[src/rtl/reflock_led_pkg.sv]
// reflock_led_pkg: shared LED mode encodings, sequencer states and default timebase constants
package reflock_led_pkg;

   typedef enum logic [1:0] {
      LED_OFF  = 2'b00,
      LED_ON   = 2'b01,
      LED_SLOW = 2'b10,
      LED_FAST = 2'b11
   } led_mode_e;

   typedef enum logic [1:0] {SELFTEST, RUN, ALARM} state_e;

   localparam int DEF_TICK_DIV       = 100000;
   localparam int DEF_SLOW_HALF      = 50;
   localparam int DEF_FAST_HALF      = 10;
   localparam int DEF_PULSE_TICKS    = 5;
   localparam int DEF_SELFTEST_TICKS = 100;

   function automatic logic led_pattern(input logic [1:0] mode, input logic slow, input logic fast);
      return mode == LED_ON ? 1'b1 : mode == LED_SLOW ? slow : mode == LED_FAST ? fast : 1'b0;
   endfunction

endpackage

[src/rtl/led_tick_prescaler.sv]
// led_tick_prescaler: divides clock by DIV and emits a one-cycle tick on the last count
module led_tick_prescaler #(
   parameter int DIV = 100000
)(
   input  logic clock,
   input  logic reset_n,
   output logic tick
);
   localparam int W = DIV > 1 ? $clog2(DIV) : 1;

   logic [W-1:0] cnt;

   assign tick = cnt == W'(DIV - 1);

   // free-running 0..DIV-1 counter
   always_ff @(posedge clock or negedge reset_n)
      if (!reset_n) cnt <= '0;
      else cnt <= tick ? '0 : cnt + 1'b1;

endmodule

[src/rtl/reflock_led_sequencer.sv]
// reflock_led_sequencer: self-test, pattern, pulse-stretch and alarm sequencing of LED1/LED2; LED_PWM_DIM_EN adds dim PWM
module reflock_led_sequencer
   import reflock_led_pkg::*;
#(
   parameter int TICK_DIV       = DEF_TICK_DIV,
   parameter int SLOW_HALF      = DEF_SLOW_HALF,
   parameter int FAST_HALF      = DEF_FAST_HALF,
   parameter int PULSE_TICKS    = DEF_PULSE_TICKS,
   parameter int SELFTEST_TICKS = DEF_SELFTEST_TICKS
)(
   input  logic       clock,
   input  logic       reset_n,
   input  logic [1:0] led1_mode,
   input  logic [1:0] led2_mode,
   input  logic       led1_pulse,
   input  logic       led2_pulse,
   input  logic       alarm,
`ifdef LED_PWM_DIM_EN
   input  logic [3:0] dim,
`endif
   output logic       selftest_busy,
   output logic       LED1,
   output logic       LED2
);
   localparam int SW = SLOW_HALF > 1 ? $clog2(SLOW_HALF) : 1;
   localparam int FW = FAST_HALF > 1 ? $clog2(FAST_HALF) : 1;
   localparam int PW = $clog2(PULSE_TICKS + 1);
   localparam int TW = SELFTEST_TICKS > 1 ? $clog2(SELFTEST_TICKS) : 1;

   logic          tick, slow_ph, fast_ph, slow_last, fast_last, st_last;
   logic          pa1, pa2, on, led1_d, led2_d;
   logic [SW-1:0] slow_cnt;
   logic [FW-1:0] fast_cnt;
   logic [PW-1:0] pc1, pc2;
   logic [TW-1:0] st_cnt;
   state_e        state, nxt;

   led_tick_prescaler #(.DIV(TICK_DIV)) u_pre (.clock(clock), .reset_n(reset_n), .tick(tick));

   assign slow_last     = slow_cnt == SW'(SLOW_HALF - 1);
   assign fast_last     = fast_cnt == FW'(FAST_HALF - 1);
   assign st_last       = st_cnt == TW'(SELFTEST_TICKS - 1);
   assign pa1           = pc1 != '0;
   assign pa2           = pc2 != '0;
   assign selftest_busy = state == SELFTEST;

   // slow/fast blink phases, free-running in every state
   always_ff @(posedge clock or negedge reset_n)
      if (!reset_n) begin
         slow_cnt <= '0;
         fast_cnt <= '0;
         slow_ph  <= 1'b0;
         fast_ph  <= 1'b0;
      end else if (tick) begin
         slow_cnt <= slow_last ? '0 : slow_cnt + 1'b1;
         fast_cnt <= fast_last ? '0 : fast_cnt + 1'b1;
         slow_ph  <= slow_ph ^ slow_last;
         fast_ph  <= fast_ph ^ fast_last;
      end

   // pulse stretchers: a strobe reloads, ticks count down to zero
   always_ff @(posedge clock or negedge reset_n)
      if (!reset_n) begin
         pc1 <= '0;
         pc2 <= '0;
      end else begin
         pc1 <= led1_pulse ? PW'(PULSE_TICKS) : (tick && pa1) ? pc1 - 1'b1 : pc1;
         pc2 <= led2_pulse ? PW'(PULSE_TICKS) : (tick && pa2) ? pc2 - 1'b1 : pc2;
      end

   // self-test duration in ticks
   always_ff @(posedge clock or negedge reset_n)
      if (!reset_n) st_cnt <= '0;
      else if (tick && state == SELFTEST) st_cnt <= st_last ? '0 : st_cnt + 1'b1;

   // sequencer state register
   always_ff @(posedge clock or negedge reset_n)
      if (!reset_n) state <= SELFTEST;
      else state <= nxt;

   // next state and LED drive for the current state
   always_comb begin
      nxt    = state;
      led1_d = 1'b1;
      led2_d = 1'b1;
      case (state)
         SELFTEST: if (tick && st_last) nxt = alarm ? ALARM : RUN;
         RUN: begin
            nxt    = alarm ? ALARM : RUN;
            led1_d = pa1 | led_pattern(led1_mode, slow_ph, fast_ph);
            led2_d = pa2 | led_pattern(led2_mode, slow_ph, fast_ph);
         end
         ALARM: begin
            nxt    = alarm ? ALARM : RUN;
            led1_d = fast_ph;
            led2_d = ~fast_ph;
         end
         default: nxt = SELFTEST;
      endcase
   end

`ifdef LED_PWM_DIM_EN
   logic [3:0] pwm_cnt;

   // dimming PWM, duty (dim+1)/16
   always_ff @(posedge clock or negedge reset_n)
      if (!reset_n) pwm_cnt <= '0;
      else pwm_cnt <= pwm_cnt + 1'b1;

   assign on = pwm_cnt <= dim;
`else
   assign on = 1'b1;
`endif

   // registered LED outputs
   always_ff @(posedge clock or negedge reset_n)
      if (!reset_n) begin
         LED1 <= 1'b0;
         LED2 <= 1'b0;
      end else begin
         LED1 <= led1_d & on;
         LED2 <= led2_d & on;
      end

endmodule
[config.mk]
export PLATFORM = sky130hd
export DESIGN_NAME = reflock_led_sequencer
export DESIGN_NICKNAME = d
export VERILOG_FILES = /design/src/rtl/reflock_led_pkg.sv /design/src/rtl/led_tick_prescaler.sv /design/src/rtl/reflock_led_sequencer.sv
export SDC_FILE = /design/constraint.sdc
export NUM_CORES = 1
export LEC_CHECK = 0
export BUFFER_PORTS_ARGS = -buffer_cell sky130_fd_sc_hd__buf_2
export CAP_MARGIN = 20
export CORE_MARGIN = 3
export CORE_UTILIZATION = 30
export DETAILED_ROUTE_END_ITERATION = 8
export HOLD_SLACK_MARGIN = 0.12
export PLACE_DENSITY = 0.53
export SLEW_MARGIN = 10
export SYNTH_ARGS = -nofsm -noshare
export SYNTH_HDL_FRONTEND = slang
export SYNTH_HIERARCHICAL = 1
export SYNTH_SLANG_ARGS = --single-unit
[constraint.sdc]
create_clock -name clock -period 3.25 [get_ports clock]
set_input_delay 0.4875 -clock clock [delete_from_list [all_inputs] [get_ports clock]]
set_output_delay 0.4875 -clock clock [all_outputs]
set_load 0.05 [all_outputs]
; ---- Word-level counts from Yosys, hierarchy flattened
; Cells that the tools add are included.
[totals]
word_cells = 64
ff_bits = 46
out_inout_bits = 3
in_bits = 9
[classes]
n_eq_ne = 13
muxes = 19
reduce_logical = 10
addsub = 6
bitwise = 5
[ops]
columns = cell, n
row1 = $add A17 B1 Y17 const B, 1
row2 = $eq A17 B17 Y1 const B, 1
row3 = $mux W17, 1
row4 = $mux W3, 4
row5 = $eq A2 B2 Y1 const B, 5
row6 = $add A7 B1 Y7 const B, 1
row7 = $eq A7 B7 Y1 const B, 1
row8 = $mux W7, 1
row9 = $add A6 B1 Y6 const B, 1
row10 = $eq A2 B1 Y1 const B, 3
row11 = $eq A6 B6 Y1 const B, 1
row12 = $mux W1, 6
row13 = $mux W6, 1
row14 = $reduce_bool A3 Y1, 2
row15 = $sub A3 B1 Y3 const B, 2
row16 = $add A4 B1 Y4 const B, 1
row17 = $eq A4 B4 Y1 const B, 1
row18 = $logic_and A1 B1 Y1, 4
row19 = $mux W2, 2
row20 = $mux W4, 1
row21 = $pmux W1 S2, 2
row22 = $pmux W2 S2, 1
row23 = $reduce_bool A2 Y1, 2
row24 = $logic_not A2 Y1, 1
row25 = other kinds (5), 7

; ---- Longest topological paths before layout
; Gate-level depths: netlist of run 1.
[depth]
depth_word = 6
ltp_mapped = 9

; ---- Cells and area by module
; Netlist of run 1, hierarchy kept.
[by_module_without_submodules]
columns = mod, cells_each, area_per_inst_um2, n_inst
row1 = reflock_led_sequencer, 144, 1542.7, 1
row2 = led_tick_prescaler, 74, 793.3, 1

; ---- Worst setup path before layout of run 1
; No wires, ideal clock.
[synth_timing]
path_type = register to register
startpoint = register u_pre.cnt[11]
endpoint = register state[0]
path_buffers = 1
period_less_slack_ps = 2647
arrival_ps = 2522
setup_time_ps = 125
setup_slack_ps = 603
path_stages_with_launch = 8
cell_sequence = dfrtp_1 or4_1 or4_4 nor4_4 buf_4 nand3b_1 o21ai_2 mux2_2
[synth_between]
elab_chain_cells = 3
[synth_lines]
columns = item, line_no
row1 = start: declaration, led_tick_prescaler.sv:11  ; logic [W-1:0] cnt;
row2 = start signal: assignment, led_tick_prescaler.sv:18  ; else cnt <= tick ? '0 : cnt + 1'b1;
row3 = $eq A17 B17 Y1, led_tick_prescaler.sv:13  ; assign tick = cnt == W'(DIV - 1);
row4 = net tick, reflock_led_sequencer.sv:30  ; logic tick, slow_ph, fast_ph, slow_last, fast_last, st_last;
row5 = $logic_and A1 B1 Y1, reflock_led_sequencer.sv:87  ; SELFTEST: if (tick && st_last) nxt = alarm ? ALARM : RUN;
row6 = $ne A2 B1 Y1 (no source line), --
row7 = end signal: assignment, reflock_led_sequencer.sv:79  ; else state <= nxt;
row8 = end: declaration, reflock_led_sequencer.sv:36  ; state_e state, nxt;
; The timed path passes the listed nets, and every way through them passes these cells.
; A chain may end at the register's enable or synchronous reset.

; ---- Worst setup path after layout of run 1
; Ends and elaborated chain as after synthesis.

==> results of run 1 <==
## metrics by stage
stage	setup WS (ns)	utilization, %	hold slack, ns	power [mW]	cells
floorplan	0.603	-	0.192	0.789	218
global placement	0.679	34.0	0.468	0.858	326
detailed placement	0.655	34.0	0.477	0.860	326
CTS	0.639	35.2	0.358	1.23	334
global route	0.503	35.6	0.365	1.28	336
finish	0.643	35.6	0.365	1.20	336
## final timing paths
check | start | endpoint | depth (start not counted)
worst max-delay path | u_pre/cnt[11] | state[0] | 7
min in group asynchronous | reset_n | u_pre/cnt[12] | 2
worst min-delay path | led2_pulse | pc2[1] | 2
worst min register to register | u_pre/cnt[0] | u_pre/cnt[0] | 1
max in group asynchronous | reset_n | st_cnt[0] | 3
worst max register to register | u_pre/cnt[11] | state[0] | 7
## power by group through the flow
stage	combinational, mW	sequential [mW]	clock [mW]
after global placement	0.235	0.623	0
after detailed placement	0.238	0.622	0
after floorplan	0.129	0.661	0
after global routing	0.268	0.613	0.396
final	0.237	0.611	0.357
after CTS	0.239	0.611	0.378
## Yosys cell counts, types with 2 or more instances
cell and count:
sky130_fd_sc_hd__nand2b_1 7, sky130_fd_sc_hd__nor2_1 21, sky130_fd_sc_hd__nand3_2 2, sky130_fd_sc_hd__nand4_1 9, sky130_fd_sc_hd__nor2b_1 3, sky130_fd_sc_hd__or4_1 2
sky130_fd_sc_hd__or3_1 3, sky130_fd_sc_hd__xor2_1 11, sky130_fd_sc_hd__and3b_1 2, sky130_fd_sc_hd__xnor2_1 15, sky130_fd_sc_hd__a221o_1 2, sky130_fd_sc_hd__a21oi_1 5
sky130_fd_sc_hd__a211o_1 2, sky130_fd_sc_hd__ha_1 12, sky130_fd_sc_hd__nand3_1 6, sky130_fd_sc_hd__dfrtp_1 46, sky130_fd_sc_hd__nor3_1 6, sky130_fd_sc_hd__o21ai_0 8
sky130_fd_sc_hd__inv_1 15, sky130_fd_sc_hd__mux2_2 5, sky130_fd_sc_hd__and4_1 2, sky130_fd_sc_hd__buf_4 2, sky130_fd_sc_hd__nand2_1 16
## cells in the final DEF (no fill, tap or decap), types with 2 or more instances in the layout
cell	netlist	layout
sky130_fd_sc_hd__a221o_1	2	2
sky130_fd_sc_hd__clkbuf_8	0	6
sky130_fd_sc_hd__nand3_1	6	6
sky130_fd_sc_hd__and3b_1	2	2
sky130_fd_sc_hd__and4_1	2	2
sky130_fd_sc_hd__nand2_1	16	16
sky130_fd_sc_hd__nor2_1	21	21
sky130_fd_sc_hd__nand4_1	9	9
sky130_fd_sc_hd__xor2_1	11	11
sky130_fd_sc_hd__nand3_2	2	2
sky130_fd_sc_hd__buf_2	0	11
sky130_fd_sc_hd__a21oi_1	5	5
sky130_fd_sc_hd__or4_1	2	2
sky130_fd_sc_hd__o21ai_0	8	8
sky130_fd_sc_hd__dfrtp_1	46	46
sky130_fd_sc_hd__or3_1	3	3
sky130_fd_sc_hd__buf_12	0	2
sky130_fd_sc_hd__mux2_2	5	5
sky130_fd_sc_hd__ha_1	12	12
sky130_fd_sc_hd__a211o_1	2	2
sky130_fd_sc_hd__nor2b_1	3	3
sky130_fd_sc_hd__inv_1	15	15
sky130_fd_sc_hd__nand2b_1	7	7
sky130_fd_sc_hd__xnor2_1	15	15
sky130_fd_sc_hd__nor3_1	6	6
## layer usage
layer	vias to the layer above	wire [um]
met5	-	0
li1	784	-
met4	0	65
met1	755	1960
met2	14	1880
met3	7	108
## worst max-delay path, stage by stage (launching register included)
cell                       delay, ns
sky130_fd_sc_hd__dfrtp_1        0.43
sky130_fd_sc_hd__or4_1          0.53
sky130_fd_sc_hd__or4_4          0.44
sky130_fd_sc_hd__nor4_4         0.20
sky130_fd_sc_hd__buf_12         0.21
sky130_fd_sc_hd__nand3b_1       0.14
sky130_fd_sc_hd__o21ai_2        0.19
sky130_fd_sc_hd__mux2_2         0.35
## timing repair
action,in CTS,in global routing
hold buffers,0,1
endpoints found under the hold margin,0,12
buffers inserted,0,0
## sequential cells by signal, indices dropped and copies added, names as in the netlist
register	flops
slow_ph	1
pc1	3
LED2	1
pc2	3
u_pre/cnt	17
state	2
LED1	1
slow_cnt	6
fast_cnt	4
st_cnt	7
fast_ph	1
## final cells by class
type,instances,area (um2),share of cell area (%)
well taps,99,124,4.70
clock buffers,7,86.3,3.27
flip-flops and latches,46,1150,43.6
multi-input cells,154,1110,42.1
inverters,15,56.3,2.13
repair buffers,14,105,3.98
clock inverters,1,5.00,0.190
## cell families after synthesis
| kind of cell | share of synthesized area, % |
|---|---|
| multiplexers | 2.84 |
| adder cells (fa/ha/maj) | 6.43 |
| flip-flops | 49.3 |
| AND/OR/NAND/NOR | 22.4 |
| buffers and inverters | 3.21 |
| AO/OA/AOI/OAI | 6.11 |
| XOR/XNOR | 9.75 |
==> results by stage, run 1 <==
Run status:
- The flow ran to the end, and the final reports show no timing, DRC or antenna violations.

Synthesis:
- The share of async-settable or async-resettable flops after synthesis is 100%.
- The library cell occupying the most area in the post-synthesis netlist is sky130_fd_sc_hd__dfrtp_1.
- The area share of the leading cell type in the synthesized netlist is 49.3%.
- The number of nets in the synthesized netlist is 239.
- The proportion of synthesized chip area in sequential cells is 49.3%.
- The number of storage elements in the synthesis netlist is 46.
- Yosys attributes the largest share of cell area to sky130_fd_sc_hd__dfrtp_1, sky130_fd_sc_hd__ha_1, sky130_fd_sc_hd__xnor2_1.
- In this run the cell area of the synthesized design comes to 2340 um2.
- The most common flop cell mapped by yosys is sky130_fd_sc_hd__dfrtp_1.
- Yosys mapped a number of flops with a built-in enable equal to 0.
- After technology mapping, the gate count stands at 218.
- The distinct cell type count after synthesis is 39.
- Averaged over all synthesized cells, the footprint is 10.7 um2.
- The number of warnings reported in the yosys synthesis log is 6.

Power and ir drop:
- The internal power is 847 uW.
- Dividing total power by cell area gives a power density of 457 nW/um2.
- The part of the power in the clock network is 29.6%.
- The switching power of the nets is 358 uW.
- The part of the power in combinational logic is 19.7%.
- The register share of total power is 50.7%.
- Summed over all cells, the static leakage comes to 1.19 nW.
- The worst voltage drop across the vdd grid is 197 uV.
- The switching part of the total power is 29.7%.

Clock tree:
- The H-tree depth reported by CTS is 2.
- For this design, the sink count on the clock tree is 46.
- The tree is rooted in a sky130_fd_sc_hd__clkbuf_8.
- The latest clock arrival within the worst-skew pair is 0.30 ns.
- The CTS buffer count is 5.
- Once the clock tree was built, the resizer swapped 0 gates to a different size.
- The clock tree from TritonCTS is built.
- The clock-pin slew on the worst setup and hold paths is 0.08 ns.
- The longest clock path from root to sink contains 2 buffers.

Job:
- The total of max-cap violations is 0.

Timing:
- The setup TNS after final layout is 0 ns.
- On the final layout, the worst clock skew is 0.00547 ns.
- The number of hold violations in the final report was 0.
- Setup repair after global routing left no endpoint under its margin.
- The final-report max-slew violation count is 0.
- For the pin with the worst max-slew slack, the measured transition is 0.426 ns.
- The clock period could shrink to 2.61 ns.
- The number of endpoints failing setup at the final stage is 0.
- The highest achievable clock rate is 384 MHz.
- The post-route fraction of the period consumed by the critical path is 80.2%.
- Measured against its own limit, the worst slew margin works out to 71.4%.

Global route:
- The most heavily used metal layer in global routing is met2.
- The number of antenna violations at the first check in global routing is 0.
- The first global-routing pass estimated 7170 um of wire.
- For this run, global-route usage on met3 was measured as 2.64%.
- Entering global routing, the biggest net connects 47 pins.
- The via count of the first global-routing pass came to 1,567.
- Global routing used 10.3% of the available tracks.
- The global-route congestion overflow total is 0.
- For this run, global-route usage on met2 was measured as 17.3%.
- For this run, global-route usage on met1 was measured as 12.5%.

Placement:
- At the end of routability-driven placement, the weighted congestion stood at 0.699.
- Input and output buffers added on the ports amount to 11.
- The sum of net half-perimeters after detailed placement is 2850 um.
- The area after detailed placement is 2520 um2.

Route:
- After detailed routing, the number of remaining DRC violations is 0.
- The final wirelength is 4010 um.
- The pre-antenna-repair detailed-routing pass consisted of 4 iterations.
- In the routed layout, each cell is associated on average with a via count of 4.64.
- The detailed router finished its first iteration with 38 violations.
- For this block, the via count after detailed routing is 1,560.
- The count of nets left with antenna violations once routing finished came out at 0.
- The post-detailed-route wirelength per cell is 11.9 um.

Floorplan:
- The floorplan step set the die width to 94.2 um.
- The area of the core region is 7410 um2.
- The floorplan die area is 8880 um2.
- The number of placement rows is 31.
- The initial core utilization is 31.5%.
- The I/O pin count is 12.
- From bottom edge to top edge, the die measures 94.2 um.

Final layout:
- Cells with a size suffix above 1 make up 13.9% of the layout.
- The final-stage net count is 257.
- 0 antenna diodes ended up in the layout.
- The filler cell count is 739.
- The layout-stage area growth over the synthesis result is 12.9%.
- The finished cells cover 2640 um2.

Worst setup path:
- For flop-to-flop paths, the worst setup slack is 0.64 ns.
- The startpoint class of the critical path is a register.
- The critical path data required time is 3.43 ns.
- The critical path start-end classification is register to register.
- Of all nets on the critical path, the largest fanout is 26.
- Data on the critical path arrives at its endpoint at 2.79 ns.
- STA classifies the critical path endpoint as a register.

Hold path:
- The worst min-delay path category is input pin to register.
Power figures use the tool's default switching activity.
==> inputs of run 2 (changes only) <==
==> constraint.sdc (replaced) <==
create_clock -name clock -period 2.75 [get_ports clock]
set_input_delay 0.4125 -clock clock [delete_from_list [all_inputs] [get_ports clock]]
set_output_delay 0.4125 -clock clock [all_outputs]
set_load 0.05 [all_outputs]
==> run 2 against run 1 <==
  * Die area stayed put
  * Clock-buffer cell count is 2 lower
  * Worst setup slack worse by 0.46 ns
  * Clock power is 45% higher
  * Clock skew is 0.0018 ns higher
  * Wire length is 2.1% lower
  * Utilization is 0.42 points higher
  * Hold slack worse by 0.091 ns
  * Largest power group unchanged
  * Via count hardly changed
  * Sequential cell count stayed put
  * Combinational power is 16% higher
==> results by stage, run 2 (same netlist as run 1, synthesis figures left out) <==
Run status:
- The flow ran to the end, and the final reports show no timing, DRC or antenna violations.

Worst setup path:
- The number of buffers and inverters on the critical path is 1 (unchanged).
- The critical path data required time is 2.95 ns (-0.48 ns).
- The critical path's top delay family is simple AND/OR/NAND/NOR gates.
- The maximum single-stage delay on the critical path is 0.54 ns (about the same).
- The largest driver fanout on the critical path is 18 (-31%).
- The total number of cells along the worst setup path came to 7 (unchanged).
- STA classifies the critical path startpoint as a register.
- The critical path goes through or4_1 > or4_4 > nor4_4 > buf_12 > nand3b_1 > o21ai_2 > mux2_2.
- The critical path start-end classification is register to register.
- The critical path endpoint category is a register.
- The arrival time at the worst endpoint is 2.77 ns (-0.02 ns).
- The cell depth of the worst flop-to-flop path is 7 (unchanged).
- On the critical path, the stage with the largest delay is an instance of sky130_fd_sc_hd__or4_1.

Route:
- The iteration-0 DRC count of the detailed router is 44 (+16%).
- The via density per instance is 4.60 (-0.82%).
- The vias after detailed routing is 1,561 (+0.064%).
- The count of unresolved DRC violations after routing is 0 (unchanged).
- The post-detailed-route wirelength per cell is 11.6 um (-3.0%).
- The final wirelength is 3930 um (-2.1%).
- The number of detailed-routing iterations run before antenna repair was 4 (unchanged).
- The post-detailed-route count of antenna-violating nets was 0 (unchanged).

Hold path:
- The hold-critical path depth is 2 (unchanged).
- The tightest min-delay check is of the input pin to register type.

Placement:
- The count of input and output buffers is 11 (unchanged).
- The area after detailed placement came to 2550 um2 (+1.2%).
- The sum of net half-perimeters after detailed placement is 2910 um (+2.0%).
- The weighted congestion at the end of routability-driven global placement was 0.723 (+3.4%).
- The number of cells after detailed placement is 330 (+1.2%).

Final layout:
- The finished layout cell area came to 2670 um2 (+1.2%).
- The non-filler instance count after layout is 339 (+0.89%).
- The final-stage net count is 260 (+1.2%).
- The filler cell count is 736 (-0.41%).
- The flip-flop count of the largest register after layout came to 17 (unchanged).
- The area of combinational cells with multiple inputs is 1110 um2 (unchanged).
- Leaving out fill and tap cells, the most frequent cells in the layout are sky130_fd_sc_hd__dfrtp_1, sky130_fd_sc_hd__nor2_1, sky130_fd_sc_hd__nand2_1.
- The layout-stage area growth over the synthesis result is 14.2%.
- Counting flops per register, the top entry is u_pre/cnt.
- In the final layout, the registers with the most flip-flops are u_pre/cnt x17, st_cnt x7, slow_cnt x6.
- Leaving out fill and tap cells, the most frequent cell in the layout is sky130_fd_sc_hd__dfrtp_1.
- The number of diodes added for antenna fixing was 0 (unchanged).
- The ratio of cells with drive above 1 in the final layout is 15.4% (+1.5 points).
- The sequential standard cell area came to 1150 um2 (unchanged).

Timing:
- The number of hold violations in the final report is 0 (unchanged).
- The post-route fraction of the period consumed by the critical path is 93.3% (+13 points).
- Setup repair after global routing left no endpoint under its margin.
- The minimum hold slack is 0.274 ns (-0.0908 ns).
- The number of endpoints failing setup at the final stage is 0 (unchanged).
- The minimum clock period is 2.57 ns (-0.0409 ns).
- The relative max-transition margin was 70.7% (-0.75 points).
- The transition time at the pin with the least slew margin is 0.440 ns (+0.0135 ns).
- The final-report max-slew violation count is 0 (unchanged).
- The setup TNS after final layout is 0 ns (unchanged).
- The worst clock skew on the final layout was 0.00729 ns (+0.00182 ns).
- The highest achievable clock rate is 390 MHz (+1.6%).

Clock tree:
- The deepest clock path buffer count is 2 (unchanged).
- The clock tree from TritonCTS is built.
- The clock-pin slew on the worst setup and hold paths is 0.09 ns (about the same).
- The CTS buffer count was 5 (unchanged).
- The cell at the root of the clock tree is sky130_fd_sc_hd__clkbuf_8.
- The H-tree depth reported by CTS is 2 (unchanged).
- The total of cells resized after clock tree synthesis is 0 (unchanged).
- The latest clock arrival within the worst-skew pair came to 0.31 ns (about the same).
- The number of clock sinks seen by CTS is 46 (unchanged).

Power and ir drop:
- The worst voltage drop across the vdd grid is 202 uV (+2.9%).
- The static leakage is 1.21 nW (+1.9%).
- The power per standard cell area was 567 nW/um2 (+24%).

Floorplan:
- The area of the core region came to 7410 um2 (unchanged).
- The overall die height was 94.2 um (unchanged).
- The floorplan die area is 8880 um2 (unchanged).
- The initial core utilization is 31.5% (unchanged).
- The horizontal extent of the die is 94.2 um (unchanged).
- The I/O pin count is 12 (unchanged).
- The number of placement rows is 31 (unchanged).

Global route:
- The global-route congestion overflow total is 0 (unchanged).
- The global-route track usage on met3 was 2.64% (unchanged).
- The largest net degree at the start of global routing came to 36 (-23%).
- The via count of the first global-routing pass is 1,572 (+0.32%).
- The met2 usage is 17.4% (+0.18 points).
- met2 is the most crowded layer.
- The global-route wire length before repair came to 7250 um (+1.1%).
- The all-layer global routing usage came to 10.3% (+0.065 points).
- The number of antenna violations at the first check in global routing came to 0 (unchanged).
- The met1 demand-to-capacity share in global routing is 12.7% (+0.20 points).

Job:
- The total of max-cap violations is 0 (unchanged).
## run 2: changes by cell type in the layout (fill, tap and decap cells not counted), sizes merged
| cell | change |
|---|---|
| bufinv | +1 |
| inv | +1 |
| buf | +3 |
| clkbuf | -2 |
## run 2: worst register-to-register path, stage by stage, from the launching register on
cell and delay (ns):
sky130_fd_sc_hd__dfrtp_1 0.43, sky130_fd_sc_hd__or4_1 0.54, sky130_fd_sc_hd__or4_4 0.44, sky130_fd_sc_hd__nor4_4 0.20, sky130_fd_sc_hd__buf_12 0.19, sky130_fd_sc_hd__nand3b_1 0.14
sky130_fd_sc_hd__o21ai_2 0.18, sky130_fd_sc_hd__mux2_2 0.35
## run 2: final cells by class
| type | count | area share, % |
|---|---|---|
| clock inverter | 3 | 1.64 |
| timing repair buffer | 17 | 4.31 |
| clock buffer | 5 | 2.58 |
| multi-input combinational | 154 | 41.6 |
| inverter | 15 | 2.11 |
| sequential | 46 | 43.1 |
| tap | 99 | 4.64 |
## run 2: final timing paths
| kind | start | to | slack (ns) |
|---|---|---|---|
| max in group asynchronous | reset_n | slow_cnt[1] | 1.51 |
| hold / removal | led2_pulse | pc2[1] | 0.27 |
| hold reg to reg | u_pre/cnt[0] | u_pre/cnt[0] | 0.49 |
| min in group asynchronous | reset_n | fast_cnt[3] | 0.52 |
| setup reg to reg | u_pre/cnt[12] | state[0] | 0.18 |
| setup / recovery | u_pre/cnt[12] | state[0] | 0.18 |
## run 2: routing by layer
metal | part of all wire, % | wire [um] | vias to the layer above
li1 | - | - | 790
met1 | 47 | 1850 | 749
met2 | 48 | 1900 | 14
met3 | 2.8 | 110 | 8
met4 | 1.7 | 67 | 0
met5 | 0 | 0 | -
## run 2: stage by stage
| stage | setup slack (ns) | power, mW | util (%) |
|---|---|---|---|
| after floorplan | 0.103 | 0.933 | - |
| after global placement | 0.233 | 1.01 | 34.4 |
| after detailed placement | 0.204 | 1.02 | 34.4 |
| after CTS | 0.173 | 1.54 | 36.0 |
| after global routing | 0.0565 | 1.61 | 36.0 |
| final | 0.184 | 1.51 | 36.0 |
## run 2: what timing repair did
item,4_1_cts,5_1_grt
setup buffers,0,0
hold buffers,1,0
endpoints found under the hold margin,11,0
setup endpoints to repair,0,0
## run 2: report_power, final
part           internal, mW  leakage, nW  switching [mW]
logic                0.0904        0.558           0.184
clock network         0.273       0.0585           0.244
registers             0.705        0.597          0.0171
total                  1.07         1.21           0.445
